==> src/rtl/spi_cmd_ctl_if.sv <==
// SPI-byte / system-bus signal bundle for spi_cmd_ctl.
// master: the command controller. slave: the SPI engine and bus side around it.
interface spi_cmd_ctl_if #(
    parameter int unsigned ADDR_WIDTH = 17
);
    logic                  spi_cs_ni;
    logic                  rx_valid_i;
    logic [7:0]            rx_byte_i;
    logic [7:0]            tx_byte_o;
    logic [ADDR_WIDTH-1:0] addr_o;
    logic [7:0]            wr_data_o;
    logic                  we_o;
    logic                  pending_o;
    logic                  done_i;
    logic [7:0]            rd_data_i;

    modport master (
        input  spi_cs_ni, rx_valid_i, rx_byte_i, done_i, rd_data_i,
        output tx_byte_o, addr_o, wr_data_o, we_o, pending_o
    );

    modport slave (
        output spi_cs_ni, rx_valid_i, rx_byte_i, done_i, rd_data_i,
        input  tx_byte_o, addr_o, wr_data_o, we_o, pending_o
    );
endinterface

==> src/rtl/spi_cmd_ctl.sv <==
// SPI command sequencer: decodes READ/WRITE byte commands with a 17-bit address
// and runs one pending/done bus transaction per SPI frame.
// Optional feature macro: SPI_CMD_AUTOINC_EN enables READ_NEXT/WRITE_NEXT and
// the post-transaction address increment.
module spi_cmd_ctl #(
    parameter int unsigned ADDR_WIDTH = 17
) (
    input  logic          clk_sys_i,
    input  logic          reset_ni,
    spi_cmd_ctl_if.master bus
);

    typedef enum logic [2:0] {
        StCmd,
        StAddrHi,
        StAddrLo,
        StData,
        StBusy,
        StDoneWait
    } state_e;

    state_e                state_q, state_d;
    logic [ADDR_WIDTH-1:0] addr_q, addr_d;
    logic [7:0]            wr_data_q, wr_data_d;
    logic [7:0]            tx_byte_q, tx_byte_d;
    logic                  we_q, we_d;

    // State and datapath registers.
    always_ff @(posedge clk_sys_i or negedge reset_ni) begin
        if (!reset_ni) begin
            state_q   <= StCmd;
            addr_q    <= '0;
            wr_data_q <= 8'h00;
            tx_byte_q <= 8'h00;
            we_q      <= 1'b0;
        end else begin
            state_q   <= state_d;
            addr_q    <= addr_d;
            wr_data_q <= wr_data_d;
            tx_byte_q <= tx_byte_d;
            we_q      <= we_d;
        end
    end

    // Next-state decode; chip-select abort takes priority over a same-cycle byte.
    always_comb begin
        state_d   = state_q;
        addr_d    = addr_q;
        wr_data_d = wr_data_q;
        tx_byte_d = tx_byte_q;
        we_d      = we_q;

        unique case (state_q)
            StCmd: begin
                if (!bus.spi_cs_ni && bus.rx_valid_i) begin
                    case (bus.rx_byte_i[7:6])
                        2'b00: begin
                            we_d                 = 1'b0;
                            addr_d[ADDR_WIDTH-1] = bus.rx_byte_i[0];
                            state_d              = StAddrHi;
                        end
                        2'b01: begin
                            we_d                 = 1'b1;
                            addr_d[ADDR_WIDTH-1] = bus.rx_byte_i[0];
                            state_d              = StAddrHi;
                        end
`ifdef SPI_CMD_AUTOINC_EN
                        2'b10: begin
                            we_d    = 1'b0;
                            state_d = StBusy;
                        end
                        default: begin
                            we_d    = 1'b1;
                            state_d = StData;
                        end
`else
                        // _NEXT opcodes are illegal: swallow the rest of the frame.
                        default: state_d = StDoneWait;
`endif
                    endcase
                end
            end
            StAddrHi: begin
                if (bus.spi_cs_ni) begin
                    state_d = StCmd;
                end else if (bus.rx_valid_i) begin
                    addr_d[15:8] = bus.rx_byte_i;
                    state_d      = StAddrLo;
                end
            end
            StAddrLo: begin
                if (bus.spi_cs_ni) begin
                    state_d = StCmd;
                end else if (bus.rx_valid_i) begin
                    addr_d[7:0] = bus.rx_byte_i;
                    state_d     = we_q ? StData : StBusy;
                end
            end
            StData: begin
                if (bus.spi_cs_ni) begin
                    state_d = StCmd;
                end else if (bus.rx_valid_i) begin
                    wr_data_d = bus.rx_byte_i;
                    state_d   = StBusy;
                end
            end
            StBusy: begin
                // Chip select is deliberately ignored here: the bus request must finish.
                if (bus.done_i) begin
                    if (!we_q) begin
                        tx_byte_d = bus.rd_data_i;
                    end
`ifdef SPI_CMD_AUTOINC_EN
                    addr_d = addr_q + {{(ADDR_WIDTH-1){1'b0}}, 1'b1};
`endif
                    state_d = StDoneWait;
                end
            end
            StDoneWait: begin
                if (bus.spi_cs_ni) begin
                    state_d = StCmd;
                end
            end
            default: state_d = StCmd;
        endcase
    end

    // Outputs come straight from registers so they stay stable during a request.
    assign bus.pending_o = (state_q == StBusy);
    assign bus.addr_o    = addr_q;
    assign bus.wr_data_o = wr_data_q;
    assign bus.tx_byte_o = tx_byte_q;
    assign bus.we_o      = we_q;

endmodule

==> src/flat_wrapper.sv <==
// flat-port wrapper written by rule: the top's interface ports become plain ports
module spi_cmd_ctl_flat 
#(
    parameter int unsigned ADDR_WIDTH = 17
)
  (clk_sys_i, reset_ni, bus_spi_cs_ni, bus_rx_valid_i, bus_rx_byte_i, bus_done_i, bus_rd_data_i, bus_tx_byte_o, bus_addr_o, bus_wr_data_o, bus_we_o, bus_pending_o);
  spi_cmd_ctl_if #(.ADDR_WIDTH(ADDR_WIDTH)) bus_i ();
  input  logic clk_sys_i;
  input  logic reset_ni;
  input wire logic [$bits(bus_i.spi_cs_ni)-1:0] bus_spi_cs_ni;
  input wire logic [$bits(bus_i.rx_valid_i)-1:0] bus_rx_valid_i;
  input wire logic [$bits(bus_i.rx_byte_i)-1:0] bus_rx_byte_i;
  input wire logic [$bits(bus_i.done_i)-1:0] bus_done_i;
  input wire logic [$bits(bus_i.rd_data_i)-1:0] bus_rd_data_i;
  output wire logic [$bits(bus_i.tx_byte_o)-1:0] bus_tx_byte_o;
  output wire logic [$bits(bus_i.addr_o)-1:0] bus_addr_o;
  output wire logic [$bits(bus_i.wr_data_o)-1:0] bus_wr_data_o;
  output wire logic [$bits(bus_i.we_o)-1:0] bus_we_o;
  output wire logic [$bits(bus_i.pending_o)-1:0] bus_pending_o;
  assign bus_i.spi_cs_ni = bus_spi_cs_ni;
  assign bus_i.rx_valid_i = bus_rx_valid_i;
  assign bus_i.rx_byte_i = bus_rx_byte_i;
  assign bus_i.done_i = bus_done_i;
  assign bus_i.rd_data_i = bus_rd_data_i;
  assign bus_tx_byte_o = bus_i.tx_byte_o;
  assign bus_addr_o = bus_i.addr_o;
  assign bus_wr_data_o = bus_i.wr_data_o;
  assign bus_we_o = bus_i.we_o;
  assign bus_pending_o = bus_i.pending_o;
  spi_cmd_ctl #(.ADDR_WIDTH(ADDR_WIDTH)) u_core (.clk_sys_i(clk_sys_i), .reset_ni(reset_ni), .bus(bus_i));
endmodule
==> config.mk <==
export PLATFORM = sky130hd
export DESIGN_NAME = spi_cmd_ctl_flat
export DESIGN_NICKNAME = d
export VERILOG_FILES = /design/src/rtl/spi_cmd_ctl_if.sv /design/src/rtl/spi_cmd_ctl.sv /design/src/flat_wrapper.sv
export SDC_FILE = /design/constraint.sdc
export NUM_CORES = 1
export LEC_CHECK = 0
export ABC_AREA = 1
export CORE_ASPECT_RATIO = 0.75
export CORE_MARGIN = 4
export CORE_UTILIZATION = 35
export CTS_CLUSTER_DIAMETER = 50
export CTS_CLUSTER_SIZE = 8
export DETAILED_ROUTE_END_ITERATION = 12
export PLACE_DENSITY = 0.68
export SETUP_SLACK_MARGIN = 0.4
export SLEW_MARGIN = 20
export SYNTH_ARGS = -nofsm -noshare
export SYNTH_HDL_FRONTEND = slang
export SYNTH_SLANG_ARGS = --single-unit
==> constraint.sdc <==
create_clock -name clk_sys_i -period 1.62 [get_ports clk_sys_i]
set_input_delay 0.324 -clock clk_sys_i [delete_from_list [all_inputs] [get_ports clk_sys_i]]
set_output_delay 0.324 -clock clk_sys_i [all_outputs]
set_load 0.1 [all_outputs]
==> flow_summary.rst <==
.. list-table::
   :header-rows: 1

   * - Metric
     - Value
   * - Synthesized-area fraction occupied by xor and xnor cells
     - 0%
   * - Setup Viol. Count Final
     - 0
   * - Final hold viol count
     - 0
   * - Share of synthesized area spent on multiplexers
     - 0%
   * - Skew final
     - roughly 0.0037 ns
   * - Die X-Extent
     - 88.3 um
   * - CTS Root Buffer Type
     - sky130_fd_sc_hd__clkbuf_8
   * - Critical path fanouts, max
     - 2
   * - Post-Place Worst Slack
     - -0.0186 ns
   * - Area fraction of the dominant cell type after synthesis
     - 54.7%
   * - Most numerous cell in the Yosys netlist
     - sky130_fd_sc_hd__nand2_1
   * - Asr flop ratio synth
     - between 90% and 100%
   * - Die area
     - about 6000 um2
   * - Clock transition at the registers of the reported paths
     - around 0.07 ns
   * - Number of top-level design ports
     - 56
   * - Detailed-route via count
     - approximately 1,600
   * - Ranking of synthesized cells by area
     - sky130_fd_sc_hd__dfrtp_1 (55%), sky130_fd_sc_hd__nand2_1 (12%), sky130_fd_sc_hd__o21ai_2 (10%)
   * - Global router's overall resource usage
     - between 15 and 20%
   * - Via count of the first global-routing pass
     - roughly 1,500
   * - Worst EP required
     - 1.30 ns
   * - Clk Latency, worst-skew pair
     - 0.29 ns
   * - Antenna Diode Count
     - 0
   * - Unrepaired setup endpoints after global routing
     - true
   * - Post-detailed-route count of antenna-violating nets
     - 0
   * - Net count of the finished layout
     - 298
   * - Max-capacitance violation count
     - 0
   * - GRT Residual Overflow
     - 0
   * - Total of buffers placed on input and output ports
     - 55
   * - DP Wirelength
     - slightly above 3000 um
   * - Buffer levels on the longest clock path
     - 2
   * - Tmin final
     - between 1 and 1.5 ns
   * - First-pass GRT wire length
     - 7340 um
   * - Dominant combinational cell family by area after synthesis
     - simple AND/OR/NAND/NOR gates
   * - Reg2Reg Depth
     - 10
   * - Simple logic cell fraction of the synthesized area
     - roughly a quarter
   * - Post-Route Utilization
     - between 70% and 80%
   * - Area post-placement
     - 2750 um2
   * - Placeable core region
     - ~4600 um2
   * - Syn Inst Count
     - 179
   * - Critical path start-end classification
     - reg -> out
   * - Worst endpoint data arrival time
     - around 1.2 ns
   * - FP Rows
     - 21
   * - Highest clock rate
     - 680 MHz
   * - Final cycle utilization of the critical path
     - between 90% and 100%
   * - CTS tree
     - yes
   * - Adder-cell share of the synthesized area
     - 0%
   * - Number of buffers created by CTS
     - 5
   * - Result of the run
     - completed
   * - Clock sink count
     - 37
   * - Layout Cell Area excl Fill
     - about 3300 um2
   * - Pin count of the biggest net entering global routing
     - 21
   * - Die Ht
     - roughly 70 um
   * - Number of nets in the synthesized netlist
     - 200
   * - Startpoint type of the worst setup path
     - register
   * - First drt pass iteration count
     - 4
   * - Max-slew violation count
     - 0
   * - Synth area leader
     - sky130_fd_sc_hd__dfrtp_1
   * - Initial antenna violation count
     - 0
   * - Compound-cell area share of the yosys netlist
     - a little over an eighth
   * - Worst Tran Pin Value
     - ~0.42 ns
   * - Initial core utilization
     - roughly 37%
   * - Last weighted congestion value of the routability-driven placer
     - a little under 0.9
   * - Synth cell count leaders
     - sky130_fd_sc_hd__nand2_1 (55), sky130_fd_sc_hd__dfrtp_1 (37), sky130_fd_sc_hd__o21ai_2 (20)
   * - Most used flip-flop cell after synthesis
     - sky130_fd_sc_hd__dfrtp_1
   * - Initial drt markers
     - 45
   * - Number of enable flip-flop cells after synthesis
     - 0
   * - Register bit count reported by yosys
     - 37
   * - Warning count from the yosys run
     - 0
   * - Vias/cell
     - between 4 and 5
   * - Portion of the post-synthesis area used by sequential elements
     - 54.7%
   * - Tightest slew margin relative to the limit
     - a little under three quarters
   * - Category of the worst setup path capture point
     - primary output
   * - Synth Cell Area
     - between 1500 and 2000 um2
   * - H-tree level count
     - 2
   * - Final setup slack of the worst path
     - about 0.15 ns
   * - Routed length per placed instance
     - roughly 15 um
   * - Worst min-delay path class
     - in -> async
   * - Post-Synthesis Mean Instance Area
     - about 9.5 um2
   * - Wire length reported by the detailed router
     - just under 5000 um
   * - Residual DRC count
     - 0
   * - P&R area growth vs syn
     - 94.4%
   * - Fraction of layout cells with a size suffix above 1
     - 65.9%
   * - Cell variety after synth
     - 19
==> metal layers <==
layer	up-vias	global-route usage [%]	part of all wire [%]	wire length (um)
met5	-	0	0	0
met4	0	4.53	1.1	55
met2	43	25.0	49	2390
met3	5	4.21	5.9	288
li1	771	-	-	-
met1	775	22.3	44	2170
==> timing repair <==
| action | in CTS | in global routing |
|---|---|---|
| setup buffers | 8 | 22 |
| hold buffers | 1 | 0 |
| endpoints found under the setup margin | 41 | 72 |
| cloned | 1 | 2 |
| hold endpoints to repair | 17 | 0 |
| gates resized for setup | 13 | 42 |
| pin swaps | 3 | 10 |
==> cells by family after synthesis <==
| logic type | count (synthesis) |
|---|---|
| DFF | 37 |
| AOI/OAI and AO/OA | 29 |
| buffers and inverters | 20 |
| and+or+nand+nor | 93 |
==> layout by cell type (no fill, tap or decap), types with 3 or more instances in the layout <==
master                            synthesis  layout
sky130_fd_sc_hd__buf_12                   0      38
sky130_fd_sc_hd__buf_4                    0      28
sky130_fd_sc_hd__buf_6                    4       4
sky130_fd_sc_hd__clkbuf_8                 0       5
sky130_fd_sc_hd__clkdlybuf4s50_1          0      17
sky130_fd_sc_hd__dfrtp_2                  0      35
sky130_fd_sc_hd__inv_1                   13      12
sky130_fd_sc_hd__nand2_1                 55      37
sky130_fd_sc_hd__nand2_2                  9      16
sky130_fd_sc_hd__nand2_4                  1      12
sky130_fd_sc_hd__nand3_1                 13      11
sky130_fd_sc_hd__nor2_1                   5       3
sky130_fd_sc_hd__nor2_4                   2       6
sky130_fd_sc_hd__o21ai_1                  6       5
sky130_fd_sc_hd__o21ai_2                 20      21
==> flip-flops by register name (all words and copies together), names as in the netlist <==
register / count
u_core.bus.tx_byte_o: 8
u_core.state_q: 3
u_core.bus.we_o: 1
u_core.bus.wr_data_o: 8
u_core.bus.addr_o: 17
==> path summary, 6_finish.rpt <==
path | startpoint | endpoint | slack, ns
max | u_core.state_q[0]$_DFFE_PN0P_ | bus_pending_o | 0.15
min | reset_ni | u_core.bus.tx_byte_o[0]$_DFFE_PN0P_ | 0.51
max reg2reg | u_core.state_q[0]$_DFFE_PN0P_ | u_core.bus.tx_byte_o[0]$_DFFE_PN0P_ | 0.22
min reg2reg | u_core.bus.tx_byte_o[4]$_DFFE_PN0P_ | u_core.bus.tx_byte_o[4]$_DFFE_PN0P_ | 0.52
max in group asynchronous | reset_ni | u_core.bus.we_o$_DFFE_PN0P_ | 0.65
min in group clk_sys_i | u_core.bus.tx_byte_o[4]$_DFFE_PN0P_ | u_core.bus.tx_byte_o[4]$_DFFE_PN0P_ | 0.52
==> critical path: stages, from the launching register on <==
cell,delay [ns]
sky130_fd_sc_hd__dfrtp_2,0.43
sky130_fd_sc_hd__inv_4,0.07
sky130_fd_sc_hd__nand2_4,0.05
sky130_fd_sc_hd__nor2_4,0.12
sky130_fd_sc_hd__buf_12,0.18
==> stage by stage <==
step	TNS, ns	hold slack, ns	instances
floorplan	0	0.0284	179
global placement	-0.0706	0.287	293
detailed placement	-0.0680	0.285	293
CTS	0	0.522	309
global route	0	0.538	333
finish	0	0.506	333
==> cell type report <==
cell class / count / area [um2]
Timing Repair Buffer: 94 / 1260
Clock inverter: 1 / 5.00
Sequential cell: 37 / 973
Fill cell: 325 / 1280
Clock buffer: 5 / 68.8
Inverter: 16 / 65.1
Multi-Input combinational cell: 123 / 841
Tap cell: 57 / 71.3
Power is left out: the tool's default activity adds up to more than one toggle a clock period on the data nets, which glitch-free logic cannot reach.
